<file path="src/rtl/div_pkg.sv">
// ============================================================
// div_pkg : shared sizes and FSM state encoding for div_top
// Rev 1.0
// ============================================================
`default_nettype none

package div_pkg;
    localparam int W  = 10;
    localparam int F  = 6;
    localparam int N  = W + F;
    localparam int CW = 5;

    typedef enum logic [1:0] {
        IDLE = 2'd0,
        LOAD = 2'd1,
        RUN  = 2'd2,
        DONE = 2'd3
    } state_t;
endpackage

`default_nettype wire

</file>
<file path="src/rtl/div_datapath.sv">
// ============================================================
// div_datapath : restoring-division shift register, remainder,
// divisor and iteration counter. Rev 1.0
// ============================================================
`default_nettype none

module div_datapath
    import div_pkg::*;
#(
    parameter int W = div_pkg::W,
    parameter int F = div_pkg::F
) (
    input  logic           clk,
    input  logic           rst,
    input  logic           load,
    input  logic           clr_cnt,
    input  logic           step,
    input  logic [W-1:0]   a,
    input  logic [W-1:0]   b,
    output logic           b_zero,
    output logic           cnt_done,
    output logic [W+F-1:0] quot
);
    localparam int NB   = W + F;
    localparam int CNTW = $clog2(NB) + 1;

    logic [NB-1:0]   sr_q,  sr_d;
    logic [W:0]      rem_q, rem_d;
    logic [W-1:0]    div_q, div_d;
    logic [CNTW-1:0] cnt_q, cnt_d;
    logic [W+1:0]    trial;
    logic            ge;

    always_comb begin
        // Shift the next dividend bit into the remainder, then try the subtract
        trial = {rem_q, sr_q[NB-1]};
        ge    = (trial >= (W+2)'(div_q));
        sr_d  = sr_q;
        rem_d = rem_q;
        div_d = div_q;
        cnt_d = cnt_q;
        if (load) begin
            sr_d  = {a, {F{1'b0}}};
            rem_d = '0;
            div_d = b;
            cnt_d = '0;
        end else begin
            if (clr_cnt)
                cnt_d = '0;
            if (step) begin
                rem_d = ge ? (W+1)'(trial - (W+2)'(div_q)) : (W+1)'(trial);
                sr_d  = {sr_q[NB-2:0], ge};
                cnt_d = cnt_q + 1'b1;
            end
        end
    end

    always_ff @(posedge clk or negedge rst) begin
        if (!rst) begin
            sr_q  <= '0;
            rem_q <= '0;
            div_q <= '0;
            cnt_q <= '0;
        end else begin
            sr_q  <= sr_d;
            rem_q <= rem_d;
            div_q <= div_d;
            cnt_q <= cnt_d;
        end
    end

    assign b_zero   = (div_q == '0);
    assign cnt_done = (cnt_q == CNTW'(NB - 1));
    assign quot     = sr_q;
endmodule

`default_nettype wire

</file>
<file path="src/rtl/div_top.sv">
// ============================================================
// div_top : sequential unsigned Q4.6 divider, FSM controller
// and result registers. Rev 1.0
// ============================================================
`default_nettype none

module div_top
    import div_pkg::*;
#(
    parameter int W = div_pkg::W,
    parameter int F = div_pkg::F
) (
    input  logic         clk,
    input  logic         rst,
    input  logic         start,
    input  logic [W-1:0] A,
    input  logic [W-1:0] B,
    output logic [W-1:0] Q,
    output logic         busy,
    output logic         valid,
    output logic         ov,
    output logic         dvz
);
    state_t         state_q, state_d;
    logic [W-1:0]   q_q, q_d;
    logic           busy_q, busy_d;
    logic           valid_q, valid_d;
    logic           ov_q, ov_d;
    logic           dvz_q, dvz_d;
    logic           load, clr_cnt, step;
    logic           b_zero, cnt_done;
    logic [W+F-1:0] quot;
    logic           quot_ov;

    div_datapath #(.W(W), .F(F)) u_dp (
        .clk      (clk),
        .rst      (rst),
        .load     (load),
        .clr_cnt  (clr_cnt),
        .step     (step),
        .a        (A),
        .b        (B),
        .b_zero   (b_zero),
        .cnt_done (cnt_done),
        .quot     (quot)
    );

    assign quot_ov = |quot[W+F-1:W];

    always_comb begin
        state_d = state_q;
        q_d     = q_q;
        busy_d  = busy_q;
        valid_d = valid_q;
        ov_d    = ov_q;
        dvz_d   = dvz_q;
        load    = 1'b0;
        clr_cnt = 1'b0;
        step    = 1'b0;
        case (state_q)
            IDLE: begin
                if (start) begin
                    load    = 1'b1;
                    state_d = LOAD;
                    busy_d  = 1'b1;
                    valid_d = 1'b0;
                    ov_d    = 1'b0;
                    dvz_d   = 1'b0;
                end
            end
            LOAD: begin
                clr_cnt = 1'b1;
                state_d = b_zero ? DONE : RUN;
            end
            RUN: begin
                step = 1'b1;
                if (cnt_done)
                    state_d = DONE;
            end
            DONE: begin
                // Divisor register still holds B, so b_zero marks the skipped run
                dvz_d   = b_zero;
                ov_d    = !b_zero && quot_ov;
                q_d     = (b_zero || quot_ov) ? '0 : quot[W-1:0];
                valid_d = 1'b1;
                busy_d  = 1'b0;
                state_d = IDLE;
            end
            default: state_d = IDLE;
        endcase
    end

    always_ff @(posedge clk or negedge rst) begin
        if (!rst) begin
            state_q <= IDLE;
            q_q     <= '0;
            busy_q  <= 1'b0;
            valid_q <= 1'b0;
            ov_q    <= 1'b0;
            dvz_q   <= 1'b0;
        end else begin
            state_q <= state_d;
            q_q     <= q_d;
            busy_q  <= busy_d;
            valid_q <= valid_d;
            ov_q    <= ov_d;
            dvz_q   <= dvz_d;
        end
    end

    assign Q     = q_q;
    assign busy  = busy_q;
    assign valid = valid_q;
    assign ov    = ov_q;
    assign dvz   = dvz_q;
endmodule

`default_nettype wire

</file>
<file path="config.mk">
export PLATFORM = sky130hd
export DESIGN_NAME = div_top
export DESIGN_NICKNAME = d
export VERILOG_FILES = /design/src/rtl/div_pkg.sv /design/src/rtl/div_datapath.sv /design/src/rtl/div_top.sv
export SDC_FILE = /design/constraint.sdc
export NUM_CORES = 1
export LEC_CHECK = 0
export ABC_CLOCK_PERIOD_IN_PS = 2200
export CAP_MARGIN = 10
export CELL_PAD_IN_SITES_DETAIL_PLACEMENT = 0
export CELL_PAD_IN_SITES_GLOBAL_PLACEMENT = 1
export CORE_ASPECT_RATIO = 1.5
export CORE_MARGIN = 2
export CORE_UTILIZATION = 39
export CTS_CLUSTER_DIAMETER = 30
export DETAILED_ROUTE_END_ITERATION = 10
export GPL_TIMING_DRIVEN = 0
export PLACE_DENSITY = 0.75
export SYNTH_ARGS = -nofsm -noshare
export SYNTH_HDL_FRONTEND = slang
export SYNTH_SLANG_ARGS = --single-unit
</file>
<file path="constraint.sdc">
create_clock -name clk -period 2.2 [get_ports clk]
set_clock_uncertainty 0.1 [all_clocks]
set_input_delay 0.22 -clock clk [delete_from_list [all_inputs] [get_ports clk]]
set_output_delay 0.22 -clock clk [all_outputs]
set_load 0.1 [all_outputs]
</file>
# Word level (Yosys, flattened, before mapping)
# Index checks and enable logic that the tools add are counted.
[classes] n_addsub=2 n_mul=0 div=0 magnitude_cmp=1 eq_ne=6 n_shift=0 n_mux=23 n_bitwise=0 reduce_logical=11
[op_table] op="two-way mux 11 bit" n=3
[op_table] op="two-way mux 16 bit" n=2
[op_table] op="two-way mux 5 bit" n=3
[op_table] op="greater-or-equal comparator 12 x 10 -> 1 bit" n=1
[op_table] op="subtractor 11 x 10 -> 11 bit" n=1
[op_table] op="zero test 10 bit" n=1
[op_table] op="two-way mux 10 bit" n=1
[op_table] op="one-hot mux 1 bit (2 select lines)" n=4
[op_table] op="one-hot mux 2 bit (4 select lines)" n=1
[op_table] op="two-way mux 1 bit" n=7
[op_table] op="OR reduction 6 bit" n=1
[op_table] op="adder 5 x 1 -> 5 bit, second input constant" n=1
[op_table] op="equality test 5 x 4 -> 1 bit, second input constant" n=1
[op_table] op="equality test 2 bit, second input constant" n=2
[op_table] op="two-way mux 2 bit" n=2
[op_table] op="!= test 2 bit, second input constant" n=2
[op_table] op="AND reduction 2 bit" n=2
[op_table] op="nonzero test 2 bit" n=2
[op_table] op="nonzero test 3 bit" n=1
[op_table] op="equality test 2 x 1 -> 1 bit, second input constant" n=1
[op_table] op="zero test 2 bit" n=1
[op_table] op="logical AND 1 bit" n=1
[op_table] op="zero test 1 bit" n=1
[op_table] op="logical OR 1 bit" n=1
[totals] ff_bits=58 latch_bits=0 ramBits=0 rom_bits=0 input_bits=23 output_inout_bits=14 wordCells=53 mem_count=0

# Depth between registers and ports, before layout
# Gate-level depths: netlist of run 1.
[depth] depth_word=5 mapped_depth=11 mapped_depth_nobuf=10

# Hierarchy
# Synthesis of run 1 repeated with hierarchy kept, for this count alone.
[hier_totals] hier_cells=339 area_unflattened_um2=3253.1
[modules_own_cells] module="div_datapath" n_inst=1 cells_each=259 area_per_inst_um2=2428.6 seq_area_each_um2=1051.0
[modules_own_cells] module="div_top" n_inst=1 cells_each=80 area_per_inst_um2=824.5 seq_area_each_um2=400.4

# Least setup slack after synthesis of run 1
# Ideal clock, no wire load.
[synth_path] path_type="reg2reg" start="register u_dp.sr_q[15], in the netlist u_dp.quot[15]" end="register u_dp.rem_q[4]" setup_time_ps=82 arrival_ps=2088 required_ps=2018 setup_slack_ps=-70 path_stages_with_launch=11 path_buffers=1 period_less_slack_ps=2270 path_cell_list="dfrtp_1 inv_1 ha_1 inv_1 fa_1 nand3_1 a311o_1 o211a_1 buf_6 or3_1 a31oi_1"
[synth_between] elab_chain_cells=4 word_cells_on_any_way=5 classes_between="add/sub (1); order compare (1); mux (3)"
[synth_lines] item="start, declared" line_no="div_datapath.sv:27" rtl="logic [NB-1:0] sr_q, sr_d;"
[synth_lines] item="start signal, assigned" line_no="div_datapath.sv:65" rtl="sr_q <= sr_d;"
[synth_lines] item="subtractor 11 x 10 -> 11 bit / greater-or-equal comparator 12 x 10 -> 1 bit (equally long branches)" line_no="div_datapath.sv:51, div_datapath.sv:37"
[synth_lines] item="two-way mux 11 bit (*)" line_no="div_datapath.sv:51" rtl="rem_d = ge ? (W+1)'(trial - (W+2)'(div_q)) : (W+1)'(trial);"
[synth_lines] item="two-way mux 11 bit (*)" line_no="div_datapath.sv:50" rtl="if (step) begin"
[synth_lines] item="two-way mux 11 bit (*)" line_no="div_datapath.sv:42" rtl="if (load) begin"
[synth_lines] item="end signal, assigned" line_no="div_datapath.sv:66" rtl="rem_q <= rem_d;"
[synth_lines] item="end, declared" line_no="div_datapath.sv:28" rtl="logic [W:0] rem_q, rem_d;"
# Mark *: on every way between the ends. The rest lies on a longest branch, timed or not. The select of a mux whose other input is x is not followed.
# A chain may end at the register's enable or synchronous reset.

# Worst setup path after layout of run 1
[layout_path] start="register u_dp.rem_q[1]" end="register u_dp.rem_q[4]"
[layout_between] elab_chain_cells=4 word_cells_on_any_way=5 classes_between="add/sub (1); order compare (1); mux (3)"
[layout_lines] item="subtractor 11 x 10 -> 11 bit / greater-or-equal comparator 12 x 10 -> 1 bit (equally long branches)" line_no="div_datapath.sv:51, div_datapath.sv:37"
[layout_lines] item="two-way mux 11 bit (*)" line_no="div_datapath.sv:51"
[layout_lines] item="two-way mux 11 bit (*)" line_no="div_datapath.sv:50"
[layout_lines] item="two-way mux 11 bit (*)" line_no="div_datapath.sv:42"
# Marks and branches as above.

==> tab_implementation.tex, run 1 <==
\begin{tabular}{lr}
\hline
Metric & Value \\
\hline
\multicolumn{2}{l}{\textbf{Timing}} \\
\quad Max-slew violation count & 0 \\
\quad Max Freq & 450 MHz \\
\quad Headroom to the max-slew limit & 0.338 \\
\quad Minimum clock period & 2220 ps \\
\quad Final Hold Viols & 0 \\
\quad Setup repair after global routing missed its margin & true \\
\quad Final worst slack & -24.5 ps \\
\quad Final TNS setup & -24.5 ps \\
\quad Measured slew at the worst slew-check pin & 991 ps \\
\quad Total setup violations reported at the end of the flow & 1 \\
\quad Share of the clock period used by the worst path & 1.01 \\
\multicolumn{2}{l}{\textbf{Worst setup path}} \\
\quad Minimum setup slack among reg-to-reg paths & -20 ps \\
\quad Worst EP arrival & 2380 ps \\
\quad Startpoint class of the critical path & flop \\
\quad Peak fanout along the critical path & 5 \\
\quad Required @ worst endpoint & 2350 ps \\
\quad Worst reg2reg startpoint & u\_dp.rem\_q[1] \\
\quad Number of cells traversed by the worst register-to-register path & 6 \\
\quad Stage delay of the slowest cell on the critical path & 430 ps \\
\quad Slowest stage cell on the critical path & sky130\_fd\_sc\_hd\_\_dfrtp\_1 \\
\quad Setup crit end kind & flop \\
\quad Critical Setup Path Class & flop to flop \\
\quad Critical register-to-register path endpoint & u\_dp.rem\_q[4] \\
\quad Ordered cell list for the critical path & ha\_4, nand4\_1, a311o\_1, o211a\_4, or3\_1, a31oi\_1 \\
\multicolumn{2}{l}{\textbf{CTS}} \\
\quad Clock-pin slew on the worst setup and hold paths & 50 ps \\
\quad Worst skew pair latency & 330 ps \\
\quad Maximum buffer depth of the clock tree & 2 \\
\quad Number of buffers created by CTS & 9 \\
\quad TritonCTS clock tree & built \\
\quad Clock sink count & 58 \\
\quad Clk Tree Root Cell & sky130\_fd\_sc\_hd\_\_clkbuf\_16 \\
\quad H-tree depth & 3 \\
\multicolumn{2}{l}{\textbf{Routing}} \\
\quad Number of remaining DRC errors & 0 \\
\quad Iteration-0 DRC count of the detailed router & 79 \\
\quad Post-DR vias/cell & 5.32 \\
\quad Routed via count & 2602 \\
\quad WL final & 7650 µm \\
\quad First drt pass iteration count & 4 \\
\quad Wire length per cell after detailed routing & 15.6 µm \\
\quad Post-detailed-route count of antenna-violating nets & 0 \\
\multicolumn{2}{l}{\textbf{Floorplanning}} \\
\quad Die height & 113 µm \\
\quad Die outline width & 76.5 µm \\
\quad Standard-cell rows & 39 \\
\quad Area of the die & 0.00863 mm² \\
\quad Initial Utilization & 0.402 \\
\quad Core box area & 0.00766 mm² \\
\quad Number of top-level pins & 37 \\
\multicolumn{2}{l}{\textbf{GRT}} \\
\quad Overflow left after global routing & 0 \\
\quad Global-route usage over all layers & 0.195 \\
\quad First-pass GRT wire length & 13200 µm \\
\quad Vias in the first global route & 2751 \\
\quad Largest net degree at the start of global routing & 35 \\
\quad Antenna violations before repair & 0 \\
\multicolumn{2}{l}{\textbf{Synthesis}} \\
\quad Number of enable-type register cells in the synthesized netlist & 0 \\
\quad Synthesized Nets & 363 \\
\quad Netlist area before placement & 0.00308 mm² \\
\quad Flop and latch count out of synthesis & 58 \\
\quad Main synth FF type & sky130\_fd\_sc\_hd\_\_dfrtp\_1 \\
\quad Average cell area after synthesis & 9.53 µm² \\
\quad Unique masters post-synth & 44 \\
\quad FFs w/ async S/R, synth & 1.00 \\
\quad Sequential fraction of the synthesis area & 0.472 \\
\quad Synth Instances & 323 \\
\quad Warnings from Yosys & 0 \\
\multicolumn{2}{l}{\textbf{Pwr}} \\
\quad PwrDens & 1870 mW/mm² \\
\quad Peak supply drop & 1.04 mV \\
\quad Static Leak & 1.81 nW \\
\quad Power Total & 0.00777 W \\
\multicolumn{2}{l}{\textbf{Final layout}} \\
\quad Fraction of layout instances using a drive strength above 1 & 0.176 \\
\quad End-of-flow core utilization & 0.544 \\
\quad Fin area & 0.00417 mm² \\
\quad Final layout net count & 422 \\
\quad Antenna diode count & 0 \\
\quad Area growth syn-to-layout & 35.3\% \\
\multicolumn{2}{l}{\textbf{Status}} \\
\quad Status & finished, violations left \\
\quad Failing checks & negative setup slack \\
\multicolumn{2}{l}{\textbf{Placement}} \\
\quad HPWL reported at the end of detailed placement & 5330 µm \\
\quad Area of placed instances & 0.00359 mm² \\
\quad Post-placement setup slack & -246 ps \\
\quad Gp weighted congestion & 0.779 \\
\quad Buffers added on ports & 36 \\
\multicolumn{2}{l}{\textbf{Worst hold path}} \\
\quad Worst min-delay path class & input pin to async pin \\
\multicolumn{2}{l}{\textbf{Run}} \\
\quad MaxCap Viol Count & 0 \\
\hline
\end{tabular}
critical path, delay by kind of cell, from the launching register on:
kind | cells | cell delay (ps)
simple gates | 2 | 540
flops | 1 | 430
fa+ha+maj | 1 | 330
compound gates | 3 | 740
placed cells by master (no fill, tap or decap), types with 3 or more instances in the layout:
cell | synthesis | layout
sky130_fd_sc_hd__ha_4 | 0 | 8
sky130_fd_sc_hd__ha_1 | 16 | 8
sky130_fd_sc_hd__mux2i_1 | 18 | 18
sky130_fd_sc_hd__o21ai_0 | 37 | 34
sky130_fd_sc_hd__buf_4 | 0 | 10
sky130_fd_sc_hd__clkinv_2 | 0 | 3
sky130_fd_sc_hd__a22o_1 | 10 | 10
sky130_fd_sc_hd__nor4_1 | 3 | 3
sky130_fd_sc_hd__o21a_1 | 4 | 4
sky130_fd_sc_hd__nor2_1 | 25 | 24
sky130_fd_sc_hd__a21oi_1 | 14 | 11
sky130_fd_sc_hd__a31oi_1 | 9 | 7
sky130_fd_sc_hd__nand4_1 | 3 | 3
sky130_fd_sc_hd__xnor2_1 | 3 | 3
sky130_fd_sc_hd__buf_2 | 0 | 3
sky130_fd_sc_hd__inv_1 | 20 | 17
sky130_fd_sc_hd__clkdlybuf4s50_1 | 0 | 33
sky130_fd_sc_hd__nand3_1 | 4 | 3
sky130_fd_sc_hd__a21oi_2 | 0 | 3
sky130_fd_sc_hd__clkinvlp_4 | 0 | 3
sky130_fd_sc_hd__inv_2 | 0 | 3
sky130_fd_sc_hd__a22oi_1 | 5 | 5
sky130_fd_sc_hd__dfrtp_1 | 58 | 57
sky130_fd_sc_hd__o21ai_1 | 1 | 3
sky130_fd_sc_hd__xor2_1 | 3 | 3
sky130_fd_sc_hd__clkbuf_2 | 0 | 7
sky130_fd_sc_hd__clkbuf_16 | 0 | 9
sky130_fd_sc_hd__nand2_1 | 43 | 43
sky130_fd_sc_hd__clkbuf_1 | 13 | 5
sky130_fd_sc_hd__nor2b_1 | 3 | 3
layout make-up:
class                           instances  area, µm²
Inverter                               20       75.1
Sequential cell                        58       1450
Tap cell                              102        128
Clock inverter                          7       46.3
Timing Repair Buffer                   50        490
Multi-Input combinational cell        230       1690
Buffer                                 13       58.8
Clock buffer                            9        225
Fill cell                             726       3500
cells in the mapped netlist, types with 2 or more instances:
cell type | n | share of area
sky130_fd_sc_hd__xnor2_1 | 3 | 0.0085
sky130_fd_sc_hd__mux2i_1 | 18 | 0.059
sky130_fd_sc_hd__a21o_1 | 2 | 0.0049
sky130_fd_sc_hd__nor4_1 | 3 | 0.0061
sky130_fd_sc_hd__o21a_1 | 4 | 0.0098
sky130_fd_sc_hd__mux2_2 | 2 | 0.0073
sky130_fd_sc_hd__o21bai_1 | 2 | 0.0049
sky130_fd_sc_hd__ha_1 | 16 | 0.065
sky130_fd_sc_hd__o211ai_1 | 2 | 0.0049
sky130_fd_sc_hd__xor2_1 | 3 | 0.0085
sky130_fd_sc_hd__a31oi_1 | 9 | 0.018
sky130_fd_sc_hd__clkbuf_1 | 13 | 0.016
sky130_fd_sc_hd__a22o_1 | 10 | 0.028
sky130_fd_sc_hd__a21oi_1 | 14 | 0.023
sky130_fd_sc_hd__nand2b_1 | 2 | 0.0041
sky130_fd_sc_hd__nor2_1 | 25 | 0.030
sky130_fd_sc_hd__dfrtp_1 | 58 | 0.47
sky130_fd_sc_hd__nor2b_1 | 3 | 0.0061
sky130_fd_sc_hd__or3_1 | 2 | 0.0041
sky130_fd_sc_hd__nand4_1 | 3 | 0.0061
sky130_fd_sc_hd__nand2_1 | 43 | 0.052
sky130_fd_sc_hd__o21ai_0 | 37 | 0.060
sky130_fd_sc_hd__nand3_1 | 4 | 0.0065
sky130_fd_sc_hd__o31ai_1 | 2 | 0.0049
sky130_fd_sc_hd__a22oi_1 | 5 | 0.012
sky130_fd_sc_hd__inv_1 | 20 | 0.024
stage by stage:
step,cells,hold slack (ps)
floorplan,323,-176
CTS,486,324
global placement,461,392
detailed placement,462,153
global route,489,366
finish,489,319
power breakdown:
| part | switching (W) | leakage (nW) | internal (W) |
|---|---|---|---|
| logic | 0.00264 | 0.939 | 0.00197 |
| registers | 0.000373 | 0.739 | 0.00152 |
| clock network | 0.000510 | 0.127 | 0.000755 |
| total | 0.00352 | 1.81 | 0.00425 |
worst max-delay path by stage:
stage                             start        endpoint  cells after the start
after global routing      u_dp.div_q[0]   u_dp.rem_q[4]                      8
after floorplan           u_dp.quot[15]   u_dp.rem_q[4]                     10
after CTS                 u_dp.div_q[1]   u_dp.rem_q[9]                      8
final                     u_dp.rem_q[1]   u_dp.rem_q[4]                      6
after global placement              rst  u_dp.rem_q[10]                      1
after detailed placement  u_dp.div_q[9]   u_dp.rem_q[0]                      7
per-layer routing:
| metal | track usage | part of all wire | vias to the layer above |
|---|---|---|---|
| li1 | - | - | 1264 |
| met1 | 0.220 | 0.42 | 1263 |
| met2 | 0.346 | 0.51 | 52 |
| met3 | 0.0335 | 0.031 | 23 |
| met4 | 0.114 | 0.042 | 0 |
| met5 | 0 | 0 | - |
cell families after synthesis:
group,Yosys count,share of synthesized area
buffers and inverters,35,0.0451
AND/OR/NAND/NOR,89,0.127
adder cells (fa/ha/maj),17,0.0715
XOR/XNOR,6,0.0171
multiplexers,20,0.0659
flip-flops,58,0.472
AO/OA/AOI/OAI,98,0.202
flip-flops by register name, indices dropped and copies added (netlist names), 2 cells and up:
register,flops
u_dp.div_q,10
u_dp.quot,16
u_dp.cnt_q,5
Q,10
state_q,2
u_dp.rem_q,11
timing repair:
item	CTS	global route
pin swaps	7	12
setup endpoints to repair	21	44
cloned	0	1
hold endpoints to repair	24	0
gates resized for setup	18	35
hold buffers	1	0
buffers inserted	7	4
(Power assumes the default switching activity.)
==> run 2: changes to the inputs <==
- SKIP_CTS_REPAIR_TIMING: default -> 1
==> run 2 against run 1 <==
Wire length about the same. Fmax down 2.2%. Cell area fell by 0.93%. Via count up 0.81%. Critical path depth up 4. The flow still finishes with violations (negative setup slack). Flip-flop and latch count stayed put. Final cell count up 0.20%. Die area is the same.
==> tab_implementation.tex, run 2 (synthesized netlist as in run 1, its figures left out) <==
\begin{tabular}{lr}
\hline
Metric & Value \\
\hline
\multicolumn{2}{l}{\textbf{Status}} \\
\quad Status & finished, violations left \\
\quad Failing checks & negative setup slack \\
\multicolumn{2}{l}{\textbf{Final layout}} \\
\quad Fin cells & 490 \\
\quad Fill cell count & 727 \\
\quad Fraction of layout instances using a drive strength above 1 & 0.180 \\
\quad Max reg flops & 16 \\
\quad Leading cell type in the layout, fill and taps excluded & sky130\_fd\_sc\_hd\_\_dfrtp\_1 \\
\quad Area growth syn-to-layout & 34.1\% \\
\quad Top library cells by usage in the layout, fill and taps aside & sky130\_fd\_sc\_hd\_\_dfrtp\_1 (57), sky130\_fd\_sc\_hd\_\_nand2\_1 (40), sky130\_fd\_sc\_hd\_\_o21ai\_0 (34), sky130\_fd\_sc\_hd\_\_clkdlybuf4s50\_1 (33), sky130\_fd\_sc\_hd\_\_nor2\_1 (24) \\
\quad Antenna diode count & 0 \\
\quad Final layout net count & 423 \\
\quad Fin area & 0.00413 mm² \\
\multicolumn{2}{l}{\textbf{Routing}} \\
\quad Routed via count & 2623 \\
\quad WL final & 7650 µm \\
\quad Number of remaining DRC errors & 0 \\
\quad Iteration-0 DRC count of the detailed router & 123 \\
\quad Post-DR vias/cell & 5.35 \\
\quad Post-detailed-route count of antenna-violating nets & 0 \\
\quad Wire length per cell after detailed routing & 15.6 µm \\
\quad First drt pass iteration count & 4 \\
\multicolumn{2}{l}{\textbf{Worst setup path}} \\
\quad End of the critical path & u\_dp.rem\_q[4] \\
\quad Critical Setup Path Class & flop to flop \\
\quad Required @ worst endpoint & 2350 ps \\
\quad Worst EP arrival & 2430 ps \\
\quad Critical Path Most Common Cell & sky130\_fd\_sc\_hd\_\_inv\_2 \\
\quad CP Launch Point & u\_dp.quot[15] \\
\quad Startpoint class of the critical path & flop \\
\quad Minimum setup slack among reg-to-reg paths & -70 ps \\
\quad Critical register-to-register path endpoint & u\_dp.rem\_q[4] \\
\quad Ordered cell list for the critical path & inv\_2, ha\_4, inv\_2, fa\_2, nand3\_4, a311o\_1, o211a\_1, buf\_6, or3\_1, a31oi\_1 \\
\quad Setup crit end kind & flop \\
\quad Peak fanout along the critical path & 5 \\
\quad Worst reg2reg startpoint & u\_dp.quot[15] \\
\quad Number of cells traversed by the worst register-to-register path & 10 \\
\quad Stage delay of the slowest cell on the critical path & 420 ps \\
\quad Slowest stage cell on the critical path & sky130\_fd\_sc\_hd\_\_dfrtp\_1 \\
\multicolumn{2}{l}{\textbf{Pwr}} \\
\quad Static Leak & 1.81 nW \\
\quad Peak supply drop & 1.05 mV \\
\quad PwrDens & 1850 mW/mm² \\
\multicolumn{2}{l}{\textbf{GRT}} \\
\quad Vias in the first global route & 2671 \\
\quad First-pass GRT wire length & 12700 µm \\
\quad Overflow left after global routing & 0 \\
\quad Largest net degree at the start of global routing & 35 \\
\quad Antenna violations before repair & 0 \\
\quad Global-route usage over all layers & 0.189 \\
\multicolumn{2}{l}{\textbf{Timing}} \\
\quad Final worst slack & -74.7 ps \\
\quad Final Hold Viols & 0 \\
\quad Headroom to the max-slew limit & 0.338 \\
\quad Total setup violations reported at the end of the flow & 3 \\
\quad Final TNS setup & -131 ps \\
\quad Hold Slack & 320 ps \\
\quad Max-slew violation count & 0 \\
\quad Measured slew at the worst slew-check pin & 991 ps \\
\quad Setup repair after global routing missed its margin & true \\
\quad Share of the clock period used by the worst path & 1.03 \\
\quad Minimum clock period & 2270 ps \\
\quad Max Freq & 440 MHz \\
\multicolumn{2}{l}{\textbf{CTS}} \\
\quad Number of buffers created by CTS & 9 \\
\quad Worst skew pair latency & 330 ps \\
\quad Clock-pin slew on the worst setup and hold paths & 50 ps \\
\quad Maximum buffer depth of the clock tree & 2 \\
\quad H-tree depth & 3 \\
\quad Clock sink count & 58 \\
\quad TritonCTS clock tree & built \\
\quad Clk Tree Root Cell & sky130\_fd\_sc\_hd\_\_clkbuf\_16 \\
\multicolumn{2}{l}{\textbf{Floorplanning}} \\
\quad Number of top-level pins & 37 \\
\quad Initial Utilization & 0.402 \\
\quad Die outline width & 76.5 µm \\
\quad Standard-cell rows & 39 \\
\quad Area of the die & 0.00863 mm² \\
\quad Die height & 113 µm \\
\quad Core box area & 0.00766 mm² \\
\multicolumn{2}{l}{\textbf{Placement}} \\
\quad Gp weighted congestion & 0.779 \\
\quad Area of placed instances & 0.00359 mm² \\
\quad Post-placement setup slack & -246 ps \\
\quad \# placed instances & 462 \\
\quad Buffers added on ports & 36 \\
\quad HPWL reported at the end of detailed placement & 5330 µm \\
\multicolumn{2}{l}{\textbf{Worst hold path}} \\
\quad Worst min-delay path class & input pin to async pin \\
\multicolumn{2}{l}{\textbf{Run}} \\
\quad MaxCap Viol Count & 0 \\
\hline
\end{tabular}
run 2: stage by stage:
stage                      util  power [W]
after CTS                 0.504    0.00691
after floorplan               -    0.00471
final                     0.539    0.00764
after detailed placement  0.469    0.00561
after global routing      0.539    0.00824
after global placement    0.467    0.00555
run 2: metal layers:
metal	GRT usage	routed length, µm
met1	0.217	3140
met2	0.330	4000
met3	0.0367	269
met4	0.105	242
met5	0	0
run 2: worst min-delay path by stage:
stage	start	endpoint	slack (ps)	cells after the start
after floorplan	rst	Q[0]	-180	0
after global placement	Q[5]	Q[5]	390	1
after detailed placement	rst	u_dp.quot[10]	150	1
after CTS	rst	u_dp.quot[10]	-200	1
after global routing	B[3]	u_dp.div_q[3]	370	3
final	rst	u_dp.quot[10]	320	2
run 2: layout make-up:
| cell class | count | area, µm² | area share |
|---|---|---|---|
| buffer | 14 | 71.3 | 0.0173 |
| clock buffer | 9 | 225 | 0.0546 |
| clock inverter | 7 | 46.3 | 0.0112 |
| inverter | 20 | 75.1 | 0.0182 |
| multi-input combinational | 230 | 1650 | 0.400 |
| sequential | 58 | 1450 | 0.352 |
| tap | 102 | 128 | 0.0309 |
| timing repair buffer | 50 | 478 | 0.116 |
run 2: power breakdown:
group / internal, W / leakage [nW] / switching, W
clock network: 0.000755 / 0.127 / 0.000507
registers: 0.00152 / 0.739 / 0.000378
logic: 0.00190 / 0.943 / 0.00258
run 2: critical path, delay by kind of cell (launching register included):
family	cells	cell delay (ps)
adders and majority gates	2	390
buffers and inverters	3	260
and+or+nand+nor	2	400
DFF	1	420
AOI/OAI and AO/OA	3	640
